[config.mk]
export PLATFORM = sky130hd
export DESIGN_NAME = mem_port_arbiter
export DESIGN_NICKNAME = d
export VERILOG_FILES = /design/src/rtl/mem_port_arbiter.sv
export SDC_FILE = /design/constraint.sdc
export NUM_CORES = 1
export LEC_CHECK = 0
export ABC_AREA = 1
export BUFFER_PORTS_ARGS = -buffer_cell sky130_fd_sc_hd__buf_2
export CORE_AREA = 2 2 105 107
export CTS_BUF_LIST = sky130_fd_sc_hd__clkbuf_2 sky130_fd_sc_hd__clkbuf_4 sky130_fd_sc_hd__clkbuf_8
export CTS_CLUSTER_DIAMETER = 120
export CTS_CLUSTER_SIZE = 10
export DETAILED_ROUTE_END_ITERATION = 8
export DIE_AREA = 0 0 107 109
export PLACE_DENSITY = 0.86
export SYNTH_ARGS = -nofsm -noshare
export SYNTH_HDL_FRONTEND = slang
export SYNTH_SLANG_ARGS = --single-unit
[constraint.sdc]
create_clock -name clk -period 3.98 [get_ports clk]
set_clock_uncertainty 0.05 [all_clocks]
set_input_delay 0.398 -clock clk [delete_from_list [all_inputs] [get_ports clk]]
set_output_delay 0.398 -clock clk [all_outputs]
set_load 0.02 [all_outputs]
[src/rtl/mem_port_arbiter.sv]
// Arbitrates one single-ported, variable-latency memory between instruction fetch and
// data load/store requesters: data has priority, fetch starvation is bounded, hung accesses time out.
module mem_port_arbiter #(
  parameter int AW              = 32,
  parameter int DW              = 32,
  parameter int MAX_DATA_STREAK = 4,
  parameter int TIMEOUT         = 16
) (
  input  logic          clk,
  input  logic          reset,
  input  logic          if_req,
  input  logic [AW-1:0] if_addr,
  output logic          if_gnt,
  output logic          if_rvalid,
  output logic [DW-1:0] if_rdata,
  output logic          if_err,
  input  logic          d_req,
  input  logic          d_we,
  input  logic [AW-1:0] d_addr,
  input  logic [DW-1:0] d_wdata,
  output logic          d_gnt,
  output logic          d_rvalid,
  output logic [DW-1:0] d_rdata,
  output logic          d_err,
  output logic          mem_req,
  output logic          mem_we,
  output logic [AW-1:0] mem_addr,
  output logic [DW-1:0] mem_wdata,
  input  logic          mem_ack,
  input  logic [DW-1:0] mem_rdata,
  output logic          busy
);

  localparam int CW = $clog2(TIMEOUT + 1);
  localparam int SW = $clog2(MAX_DATA_STREAK + 1);
  localparam logic [CW-1:0] CNT_LAST   = CW'(TIMEOUT - 1);
  localparam logic [SW-1:0] STREAK_MAX = SW'(MAX_DATA_STREAK);

  typedef enum logic [1:0] {
    IDLE,
    BUSY,
    RESP
  } state_e;

  state_e        state_q;
  logic          owner_d_q;
  logic          we_q;
  logic [AW-1:0] addr_q;
  logic [DW-1:0] wdata_q;
  logic [DW-1:0] rdata_q;
  logic          err_q;
  logic [CW-1:0] cnt_q;
  logic [SW-1:0] streak_q;
  logic          grant_if;
  logic          grant_d;

  // Grants are gated by reset so every output reads 0 while reset is held.
  always_comb begin
    grant_if = 1'b0;
    grant_d  = 1'b0;
    if (state_q == IDLE && reset) begin
      if (d_req && !(if_req && streak_q == STREAK_MAX)) grant_d = 1'b1;
      else if (if_req)                                   grant_if = 1'b1;
    end
  end

  always_ff @(posedge clk or negedge reset) begin
    if (!reset) begin
      state_q   <= IDLE;
      owner_d_q <= 1'b0;
      we_q      <= 1'b0;
      addr_q    <= '0;
      wdata_q   <= '0;
      rdata_q   <= '0;
      err_q     <= 1'b0;
      cnt_q     <= '0;
      streak_q  <= '0;
    end else begin
      case (state_q)
        IDLE: begin
          if (grant_if || grant_d) begin
            state_q   <= BUSY;
            owner_d_q <= grant_d;
            we_q      <= grant_d & d_we;
            addr_q    <= grant_d ? d_addr : if_addr;
            wdata_q   <= grant_d ? d_wdata : '0;
            cnt_q     <= '0;
            if (grant_d && if_req)
              streak_q <= (streak_q == STREAK_MAX) ? streak_q : streak_q + 1'b1;
            else
              streak_q <= '0;
          end
        end
        BUSY: begin
          if (mem_ack) begin
            rdata_q <= we_q ? '0 : mem_rdata;
            err_q   <= 1'b0;
            state_q <= RESP;
          end else if (cnt_q == CNT_LAST) begin
            rdata_q <= '0;
            err_q   <= 1'b1;
            state_q <= RESP;
          end else begin
            cnt_q <= cnt_q + 1'b1;
          end
        end
        RESP:    state_q <= IDLE;
        default: state_q <= IDLE;
      endcase
    end
  end

  assign if_gnt    = grant_if;
  assign d_gnt     = grant_d;
  assign if_rvalid = (state_q == RESP) && !owner_d_q;
  assign d_rvalid  = (state_q == RESP) && owner_d_q;
  assign if_rdata  = if_rvalid ? rdata_q : '0;
  assign if_err    = if_rvalid & err_q;
  assign d_rdata   = d_rvalid ? rdata_q : '0;
  assign d_err     = d_rvalid & err_q;
  assign mem_req   = (state_q == BUSY);
  assign mem_we    = mem_req & we_q;
  assign mem_addr  = addr_q;
  assign mem_wdata = wdata_q;
  assign busy      = (state_q != IDLE);

endmodule

==> results of run 1 <==
[routing by layer]
layer  share of wire, %  vias to the layer above  GRT usage, %
met5                  0                        -             0
met4                1.4                        0          7.88
li1                   -                     2497             -
met2                 52                      177          39.9
met1                 41                     2320          30.0
met3                5.7                       16          4.00
[worst max-delay path, stage by stage (launching register included)]
cell and delay (ns):
sky130_fd_sc_hd__dfrtp_1 0.45, sky130_fd_sc_hd__inv_1 0.08, sky130_fd_sc_hd__nand3_1 0.82, sky130_fd_sc_hd__nor2_1 0.35
sky130_fd_sc_hd__buf_2 0.22
[per-stage QoR]
stage	total power [mW]	utilization [%]	std cells
after CTS	3.73	63.1	1065
after global placement	3.05	61.4	1049
after detailed placement	3.10	61.4	1049
after global routing	3.96	63.1	1065
after floorplan	2.59	-	665
final	3.69	63.1	1065
[registers in the layout, indices dropped and copies added, names as in the netlist, 2 cells and up]
register,count
streak_q,3
cnt_q,5
rdata_q,32
mem_addr,32
state_q,2
mem_wdata,32
[path summary, 6_finish.rpt]
kind | start | to | cells after the start
min | reset | rdata_q[23] | 1
min in group clk | d_wdata[24] | mem_wdata[24] | 3
max reg2reg | streak_q[0] | mem_addr[26] | 8
min reg2reg | mem_wdata[4] | mem_wdata[4] | 2
max in group asynchronous | reset | mem_addr[26] | 2
max | state_q[0] | d_rdata[11] | 4
[power groups by stage]
| stage | combinational [mW] | sequential [mW] | clock (mW) |
|---|---|---|---|
| 6_report | 1.41 | 1.66 | 0.624 |
| 4_1_cts | 1.42 | 1.66 | 0.643 |
| 3_3_place_gp | 1.39 | 1.67 | 0 |
| 5_1_grt | 1.55 | 1.71 | 0.694 |
| 2_1_floorplan | 0.657 | 1.93 | 0 |
| 3_5_place_dp | 1.42 | 1.68 | 0 |
[area by class of cell]
| cell class | count | area (um^2) | share of cell area (%) |
|---|---|---|---|
| flip-flops and latches | 109 | 2730 | 40.8 |
| multi-input cells | 414 | 1790 | 26.8 |
| repair buffers | 277 | 1410 | 21.0 |
| inverters | 109 | 409 | 6.12 |
| well taps | 140 | 175 | 2.62 |
| clock buffers | 10 | 131 | 1.96 |
| clock inverters | 6 | 47.5 | 0.711 |
[cell usage after synthesis]
master / instances
sky130_fd_sc_hd__nor3_2: 1
sky130_fd_sc_hd__dfrtp_1: 109
sky130_fd_sc_hd__nand3_1: 41
sky130_fd_sc_hd__a22oi_1: 1
sky130_fd_sc_hd__clkbuf_1: 7
sky130_fd_sc_hd__inv_2: 2
sky130_fd_sc_hd__xor2_1: 2
sky130_fd_sc_hd__or2_0: 1
sky130_fd_sc_hd__o22ai_1: 32
sky130_fd_sc_hd__a21oi_1: 1
sky130_fd_sc_hd__nand3_2: 2
sky130_fd_sc_hd__buf_4: 4
sky130_fd_sc_hd__inv_1: 107
sky130_fd_sc_hd__nor2_4: 1
sky130_fd_sc_hd__or2_2: 2
sky130_fd_sc_hd__ha_1: 4
sky130_fd_sc_hd__o211ai_1: 1
sky130_fd_sc_hd__nand2_4: 1
sky130_fd_sc_hd__nor2_1: 102
sky130_fd_sc_hd__nor2_2: 2
sky130_fd_sc_hd__nand4_1: 1
sky130_fd_sc_hd__nand2_1: 219
sky130_fd_sc_hd__buf_2: 17
sky130_fd_sc_hd__buf_6: 5
[cell families (layout without fill, tap and decap cells)]
group           after synthesis  count (layout)  synth area share (%)
simple gates                373             373                  29.3
buf+inv                     142             402                  11.8
flops                       109             109                  53.2
compound gates               35              35                  4.30
fa+ha+maj                     4               4                 0.977
xor+xnor                      2               2                 0.342
==> impl_metrics.ini, run 1 <==
[outcome]
outcome = finished with violations
violated_checks = negative hold slack

[power]
p_comb_share_pct = 38.1
vdd_drop_max_mv = 0.300
switching_share_pct = 40.4
total_switching_power_mw = 1.49
clock_power_share_pct = 16.9
power.density_cell_area_nw_per_um2 = 552
pwr-share-seq_pct = 45.0
intPower_mw = 2.20
cellLeakagePower_nw = 4.15

[cts]
tritoncts = yes
cts.htree.levels = 3
cts_setup_buffers = 0
num_cts_buffers = 9
postCtsHoldBufs = 0
worst_setup_hold_path_clk_slew_ns = 0.11
clock_tree_buf_depth = 2
post_cts_resized = 0
tritoncts_num_sinks = 109
clock_latency_ns = 0.36
clockRootBuffer = sky130_fd_sc_hd__clkbuf_8

[global_routing]
combined_global_route_utilization_of_all_metal_layers_pct = 23.3
grt_pass1_wl_mm = 21.3
grt_max_degree = 65
grt_antenna_before_repair = 0
globalRoute.totalOverflow = 0
grt_pass1_vias = 4537

[placed_design]
place_ws_ns = 1.55
port_buffer_count = 270
postPlaceCellArea_um2 = 6510
detailed_place_hpwl_mm = 10.0
routabilityCongestion = 0.824

[routing]
post_drt_via_cell_ratio = 4.70
drt_pre_antenna_iters = 4
route.vias.total = 5010
wire_length_after_detailed_routing_mm = 13.8
antenna_left = 0
drc_errors = 0
initialDrtViolationCount = 301
detail_route.wl_per_cell_um = 13.0

[final_layout]
area_delta_synth_final_pct = 30.6
drive_gt1_share_pct = 32.9
num-fill-cells = 971
insertedDiodeCount = 0
most_frequent_cells_in_the_layout = sky130_fd_sc_hd__buf_2, sky130_fd_sc_hd__nand2_1, sky130_fd_sc_hd__dfrtp_1, sky130_fd_sc_hd__inv_1, sky130_fd_sc_hd__nor2_1
final_design_area_no_fill_um2 = 6690
mostFrequentLayoutCell = sky130_fd_sc_hd__buf_2
num-nets-final = 1058

[synth]
post_synth.cell_area_avg_um2 = 7.70
yosysTopAreaCell = sky130_fd_sc_hd__dfrtp_1
post_synth_inst_count = 665
synth.cell_area_um2 = 5120
ys_seq_elements = 109
yosysWarnings = 0
synth_sequential_area_ratio_pct = 53.2
post_synth_num_cell_types = 24
post_synth_main_area_contributors = sky130_fd_sc_hd__dfrtp_1, sky130_fd_sc_hd__nand2_1, sky130_fd_sc_hd__inv_1
synth.net_count = 803
yosysTopAreaCellShare_pct = 53.2

[setup_path]
max_fo_critical_path = 34
cp_data_required_time_ns = 3.53
cp_data_arrival_time_ns = 2.28
critical_path.endpoint_type = output pin
critPathLaunchType = flop
timing_worst_setup_path_type = reg -> out
r2r_setup_slack_ns = 1.88

[timing]
postLayoutSetupSlackWorst_ns = 1.25
report.final.setup_viol = 0
fin_crit_ns = 2.73
final-hold-violation-count = 1
max_slew.worst_pin.slew_ns = 1.25
upper_clock_frequency_limit_mhz = 366
setup_tns_ns = 0
final.hold.worst_slack_ns = -0.00709
report.final.slew_viol_count = 0
slew_headroom_pct = 16.2
setup_repair_after_global_routing_missed_its_margin = false
finalCritPeriodShare_pct = 68.6

[floorplan]
dieArea_um2 = 11700
initial_util_pct = 48.3
floorplan.die.width_um = 107
chipHeight_um = 109
design.core.area_um2 = 10600
rows = 38
total_i_o_pin_count = 271

[job]
drv_cap = 0

[min_path]
hold_path.class = in -> async
Note: power is estimated with default switching activity, not from simulation.
==> run 2: changes to the inputs <==
--- a/config.mk
+++ b/config.mk
@@ -5,7 +5,7 @@
 export SDC_FILE = /design/constraint.sdc
 export NUM_CORES = 1
 export LEC_CHECK = 0
-export ABC_AREA = 1
+export ABC_AREA = 0
 export BUFFER_PORTS_ARGS = -buffer_cell sky130_fd_sc_hd__buf_2
 export CORE_AREA = 2 2 105 107
 export CTS_BUF_LIST = sky130_fd_sc_hd__clkbuf_2 sky130_fd_sc_hd__clkbuf_4 sky130_fd_sc_hd__clkbuf_8
@@ -13,7 +13,7 @@
 export CTS_CLUSTER_SIZE = 10
 export DETAILED_ROUTE_END_ITERATION = 8
 export DIE_AREA = 0 0 107 109
-export PLACE_DENSITY = 0.86
+export PLACE_DENSITY = 0.81
 export SYNTH_ARGS = -nofsm -noshare
 export SYNTH_HDL_FRONTEND = slang
 export SYNTH_SLANG_ARGS = --single-unit
==> constraint.sdc (replaced) <==
create_clock -name clk -period 2.65 [get_ports clk]
set_clock_uncertainty 0.05 [all_clocks]
set_input_delay 0.265 -clock clk [delete_from_list [all_inputs] [get_ports clk]]
set_output_delay 0.265 -clock clk [all_outputs]
set_load 0.02 [all_outputs]
==> impl_metrics.ini, run 2 <==
[cts]
cts.htree.levels = 3
clock_tree_buf_depth = 2
tritoncts = yes
tritoncts_num_sinks = 109
clock_latency_ns = 0.37
cts_setup_buffers = 0
worst_setup_hold_path_clk_slew_ns = 0.11
clockRootBuffer = sky130_fd_sc_hd__clkbuf_8
num_cts_buffers = 9

[timing]
slew_headroom_pct = 38.5
postLayoutSetupSlackWorst_ns = 0.411
setup_repair_after_global_routing_missed_its_margin = false
report.final.setup_viol = 0
finalCritPeriodShare_pct = 84.5
report.final.slew_viol_count = 0
final-hold-violation-count = 0
max_slew.worst_pin.slew_ns = 0.922
upper_clock_frequency_limit_mhz = 447
fin_crit_ns = 2.24
setup_tns_ns = 0

[synth]
ys_seq_elements = 109
synth_sequential_area_ratio_pct = 58.8
largest_family_of_logic_cells_by_synthesized_area = compound AO/OA/AOI/OAI gates
post_synth_num_cell_types = 31
post_synth_inst_count = 421
yosysMostFrequentCell = sky130_fd_sc_hd__dfrtp_1
post_synth.cell_area_avg_um2 = 11.0
complex_gate_fraction_of_the_synthesized_area_pct = 18.7
synth.net_count = 559
synth-edff-count = 0
yosysTopAreaCell = sky130_fd_sc_hd__dfrtp_1
post_synth_xor_area_fraction_pct = 0.189
synth_fa_ha_area_share_pct = 1.08
yosysTopAreaCellShare_pct = 58.8
synthSimpleGateAreaFrac_pct = 17.7
post_synth_main_area_contributors = sky130_fd_sc_hd__dfrtp_1, sky130_fd_sc_hd__a22o_1, sky130_fd_sc_hd__and2_1
fraction_of_synthesized_area_in_multiplexers_pct = 0.243
yosysWarnings = 0
post_synth_most_frequent_cells = sky130_fd_sc_hd__dfrtp_1, sky130_fd_sc_hd__a22o_1, sky130_fd_sc_hd__and2_1
most_used_dff_post_synth = sky130_fd_sc_hd__dfrtp_1
synth.cell_area_um2 = 4640
synth_async_sr_flop_share_pct = 100

[power]
total_switching_power_mw = 2.67
power.density_cell_area_nw_per_um2 = 1060
pwr-share-seq_pct = 41.8
cellLeakagePower_nw = 3.50
switching_share_pct = 39.3
vdd_drop_max_mv = 0.559
clock_power_share_pct = 18.2
p_comb_share_pct = 40.0
intPower_mw = 4.11

[setup_path]
cp_top_family = buffers and inverters
critical_path.endpoint_type = output pin
cp_data_required_time_ns = 2.34
rr_worst_depth = 7
crit_chain = dlygate4sd3_1 > buf_4 > nor3b_2 > nand3_1 > clkinv_1 > buf_2
critical-path-slowest-cell = sky130_fd_sc_hd__dlygate4sd3_1
max_fo_critical_path = 13
r2r_setup_slack_ns = 0.56
cp_data_arrival_time_ns = 1.92
worst-path-stages = 6
worst-path-buf-inv = 4
timing_worst_setup_path_type = in -> out
critPathLaunchType = input pin
crit_path_max_incr_delay_ns = 0.54

[final_layout]
drive_gt1_share_pct = 44.5
final_design_area_no_fill_um2 = 6400
finalCoreUtilization_pct = 60.4
num-nets-final = 823
mostFrequentLayoutCell = sky130_fd_sc_hd__buf_2
num-fill-cells = 901
most_frequent_cells_in_the_layout = sky130_fd_sc_hd__buf_2, sky130_fd_sc_hd__dfrtp_1, sky130_fd_sc_hd__and2_1, sky130_fd_sc_hd__a22o_1, sky130_fd_sc_hd__nor2_1
area_delta_synth_final_pct = 38.1

[floorplan]
rows = 38
dieArea_um2 = 11700
design.core.area_um2 = 10600
floorplan.die.width_um = 107
initial_util_pct = 43.7
total_i_o_pin_count = 271
chipHeight_um = 109

[routing]
route.vias.total = 4246
detail_route.wl_per_cell_um = 15.6
post_drt_via_cell_ratio = 5.11
antenna_left = 0
dr_wl_met2_mm = 6.72
drt-met1-wl_mm = 5.15
drt_pre_antenna_iters = 4
met3_length_um = 903
drc_errors = 0
initialDrtViolationCount = 259
top_layer_used = met4
wire_length_after_detailed_routing_mm = 13.0

[placed_design]
port_buffer_count = 270
routabilityCongestion = 0.784
detailed_place_hpwl_mm = 9.59
postPlaceCellArea_um2 = 6130
place_ws_ns = 0.538

[global_routing]
grt_max_degree = 75
globalRoute.totalOverflow = 0
grt_pass1_wl_mm = 20.0
grt_pass1_vias = 4210
combined_global_route_utilization_of_all_metal_layers_pct = 21.8
grt_antenna_before_repair = 1

[min_path]
hold_path.class = in -> reg
worstHoldPathCells = 2

[job]
drv_cap = 0

[outcome]
outcome = finished clean
run 2: logic make-up (layout without fill, tap and decap cells):
kind of cell,after synthesis,in the layout
other cells,0,1
compound gates,111,111
simple gates,158,158
fa+ha+maj,4,4
flops,109,109
mux,1,1
buf+inv,37,306
xor+xnor,1,1
run 2: path summary, 6_finish.rpt:
check	startpoint	to
setup / recovery	reset	d_gnt
min in group asynchronous	reset	streak_q[0]
hold reg to reg	mem_wdata[20]	mem_wdata[20]
hold / removal	d_wdata[10]	mem_wdata[10]
setup reg to reg	cnt_q[0]	cnt_q[3]
max in group asynchronous	reset	mem_wdata[8]
run 2: repair_timing:
action / CTS / global route
gates resized for setup: 0 / 1
endpoints found under the setup margin: 0 / 1
hold buffers: 1 / 0
endpoints found under the hold margin: 35 / 0
run 2: final cells by class:
cell class / instances / area, um^2 / area share, %
clock buffer: 10 / 138 / 2.15
timing repair buffer: 282 / 1450 / 22.6
clock inverter: 6 / 118 / 1.84
tap: 140 / 175 / 2.74
inverter: 8 / 30.0 / 0.469
multi-input combinational: 275 / 1770 / 27.6
sequential: 109 / 2730 / 42.6
antenna: 1 / 2.50 / 0.0391
run 2: routing by layer:
layer,GRT usage (%),vias up
met5,0,-
met4,8.63,0
met3,4.96,17
met2,38.7,183
met1,25.9,2042
li1,-,2004
run 2: per-stage QoR:
step           total power [mW]  hold WS (ns)  std cells
2_1_floorplan              4.53       -0.0806        421
5_1_grt                    7.21        0.0406        831
4_1_cts                    6.85        0.0370        830
6_report                   6.78        0.0554        831
3_3_place_gp               5.46        0.0353        813
3_5_place_dp               5.58        0.0403        813
run 2: power by group through the flow:
| stage | logic [mW] | clock network (mW) | registers, mW |
|---|---|---|---|
| global route | 2.95 | 1.34 | 2.92 |
| finish | 2.71 | 1.23 | 2.84 |
| global placement | 2.64 | 0 | 2.81 |
| CTS | 2.74 | 1.27 | 2.83 |
| detailed placement | 2.74 | 0 | 2.85 |
| floorplan | 1.27 | 0 | 3.27 |
==> run 3: changes to the inputs <==
--- a/config.mk
+++ b/config.mk
@@ -7,13 +7,13 @@
 export LEC_CHECK = 0
 export ABC_AREA = 0
 export BUFFER_PORTS_ARGS = -buffer_cell sky130_fd_sc_hd__buf_2
-export CORE_AREA = 2 2 105 107
+export CORE_ASPECT_RATIO = 1.2
+export CORE_UTILIZATION = 41
 export CTS_BUF_LIST = sky130_fd_sc_hd__clkbuf_2 sky130_fd_sc_hd__clkbuf_4 sky130_fd_sc_hd__clkbuf_8
 export CTS_CLUSTER_DIAMETER = 120
 export CTS_CLUSTER_SIZE = 10
 export DETAILED_ROUTE_END_ITERATION = 8
-export DIE_AREA = 0 0 107 109
-export PLACE_DENSITY = 0.81
+export PLACE_DENSITY = 0.79
 export SYNTH_ARGS = -nofsm -noshare
 export SYNTH_HDL_FRONTEND = slang
 export SYNTH_SLANG_ARGS = --single-unit
==> constraint.sdc (replaced) <==
create_clock -name clk -period 2.01 [get_ports clk]
set_clock_uncertainty 0.05 [all_clocks]
set_input_delay 0.201 -clock clk [delete_from_list [all_inputs] [get_ports clk]]
set_output_delay 0.201 -clock clk [all_outputs]
set_load 0.02 [all_outputs]
==> impl_metrics.ini, run 3 (same netlist as run 2, synthesis figures left out) <==
[setup_path]
rr_endpoint = cnt_q[1]
critical_path.endpoint_type = flop
critical_path.reg2reg.startpoint = cnt_q[1]
rr_worst_depth = 7
cp_data_required_time_ns = 2.21
cp_data_arrival_time_ns = 2.16
critPathLaunchType = flop
r2r_setup_slack_ns = 0.05
timing_worst_setup_path_type = reg -> reg
max_fo_critical_path = 3

[final_layout]
num-nets-final = 878
insertedDiodeCount = 0
mostFrequentLayoutCell = sky130_fd_sc_hd__buf_2
most_frequent_cells_in_the_layout = sky130_fd_sc_hd__buf_2, sky130_fd_sc_hd__dfrtp_1, sky130_fd_sc_hd__and2_1, sky130_fd_sc_hd__a22o_1, sky130_fd_sc_hd__nor2_1
area_occupied_by_multi_input_gates_um2 = 1780
drive_gt1_share_pct = 42.8
num-fill-cells = 914
seq_area_um2 = 2730
area_delta_synth_final_pct = 49.3

[min_path]
hold_path.class = in -> reg
hold_path.startpoint = mem_rdata[22]
hold_path_end = rdata_q[22]
worstHoldPathCells = 2

[power]
intPower_mw = 5.25
vdd_drop_max_mv = 0.652
total_switching_power_mw = 3.54
pwr-share-seq_pct = 42.5
cellLeakagePower_nw = 3.72
switching_share_pct = 40.3
power.density_cell_area_nw_per_um2 = 1270
p_comb_share_pct = 43.5
clock_power_share_pct = 13.9

[global_routing]
combined_global_route_utilization_of_all_metal_layers_pct = 22.3
globalRoute.totalOverflow = 0
grt_max_degree = 55
grt_antenna_before_repair = 0
grt_pass1_vias = 4320
grt_pass1_wl_mm = 20.5

[routing]
antenna_left = 0
drc_errors = 0
initialDrtViolationCount = 244
drt_pre_antenna_iters = 7
route.vias.total = 4489
detail_route.wl_per_cell_um = 15.1
post_drt_via_cell_ratio = 5.12
wire_length_after_detailed_routing_mm = 13.3

[cts]
clock_latency_ns = 0.36
clock_tree_buf_depth = 2
tritoncts_num_sinks = 109
tritoncts = yes
worst_setup_hold_path_clk_slew_ns = 0.10
cts.htree.levels = 3
clockRootBuffer = sky130_fd_sc_hd__clkbuf_8
num_cts_buffers = 9

[floorplan]
dieArea_um2 = 11700
design.core.area_um2 = 11000
chipHeight_um = 118
total_i_o_pin_count = 271
floorplan.die.width_um = 99.1
initial_util_pct = 42.0
rows = 42

[timing]
fin_crit_ns = 1.96
final-hold-violation-count = 0
max_slew.worst_pin.slew_ns = 0.646
report.final.setup_viol = 0
upper_clock_frequency_limit_mhz = 510
finalCritPeriodShare_pct = 97.5
setup_tns_ns = 0
postLayoutSetupSlackWorst_ns = 0.0509
setup_repair_after_global_routing_missed_its_margin = false
slew_headroom_pct = 57.0
report.final.slew_viol_count = 0

[placed_design]
port_buffer_count = 270
routabilityCongestion = 0.819
place_ws_ns = 0.00121
detailed_place_hpwl_mm = 9.17

[outcome]
outcome = finished clean

[job]
drv_cap = 0
## run 3: cell count changes in the layout (fill, tap and decap cells not counted), sizes merged
cell         change
dlygate4sd3     +47
buf              +7
bufinv           -3
clkbuf           +3
clkinvlp         +1
diode            -1
## run 3: per-layer routing
layer  vias to the layer above  global-route usage [%]  part of all wire (%)
li1                       2119                       -                     -
met1                      2139                    26.1                    40
met2                       205                    39.7                    52
met3                        26                    3.67                   5.7
met4                         0                    10.3                   2.2
met5                         -                       0                     0
## run 3: power groups by stage
| stage | clock [mW] | sequential, mW | combinational (mW) |
|---|---|---|---|
| final | 1.23 | 3.74 | 3.83 |
| after global routing | 1.34 | 3.84 | 4.14 |
| after global placement | 0 | 3.71 | 3.53 |
| after detailed placement | 0 | 3.74 | 3.66 |
| after CTS | 1.27 | 3.73 | 3.77 |
| after floorplan | 0 | 4.31 | 1.67 |
## run 3: what timing repair did
item                                    4_1_cts  5_1_grt
hold buffers                                 48        0
endpoints found under the setup margin        4        6
hold endpoints to repair                     58        0
pin swaps                                     1        0
gates resized for setup                       2        6
setup buffers                                 2        2
gates cloned                                  0        1
## run 3: how the worst max path moves through the flow
stage                           start  endpoint  slack (ns)
after floorplan              cnt_q[0]  cnt_q[1]        0.02
after global placement       cnt_q[1]  cnt_q[1]        0.07
after detailed placement     cnt_q[1]  cnt_q[1]       0.001
after CTS                 streak_q[0]     d_gnt        0.01
after global routing         cnt_q[0]  cnt_q[1]      0.0003
final                        cnt_q[1]  cnt_q[1]        0.05
## run 3: critical path, cell delays in order (launching register included)
cell and delay, ns:
sky130_fd_sc_hd__dfrtp_1 0.40, sky130_fd_sc_hd__ha_1 0.21, sky130_fd_sc_hd__and3_1 0.19, sky130_fd_sc_hd__ha_2 0.19, sky130_fd_sc_hd__o21ai_4 0.13, sky130_fd_sc_hd__inv_2 0.05
sky130_fd_sc_hd__or3_4 0.38, sky130_fd_sc_hd__a22o_1 0.24
## run 3: metrics by stage
stage / util, % / total power, mW / hold slack [ns] / std cells / area, um^2
finish: 62.7 / 8.79 / 0.00957 / 877 / 6920
CTS: 62.2 / 8.76 / 0.000129 / 874 / 6870
detailed placement: 56.0 / 7.41 / 0.0281 / 808 / 6180
floorplan: - / 5.98 / -0.145 / 421 / 4640
global placement: 56.0 / 7.25 / 0.0249 / 808 / 6180
global route: 62.7 / 9.32 / 0.00395 / 877 / 6920
## run 3: cell type report
cell class                      instances  share of cell area [%]
Multi-Input combinational cell        275                    25.8
Inverter                                8                   0.470
Clock inverter                          4                   0.470
Sequential cell                       109                    39.4
Timing Repair Buffer                  337                    29.4
Tap cell                              132                    2.39
Clock buffer                           12                    2.11
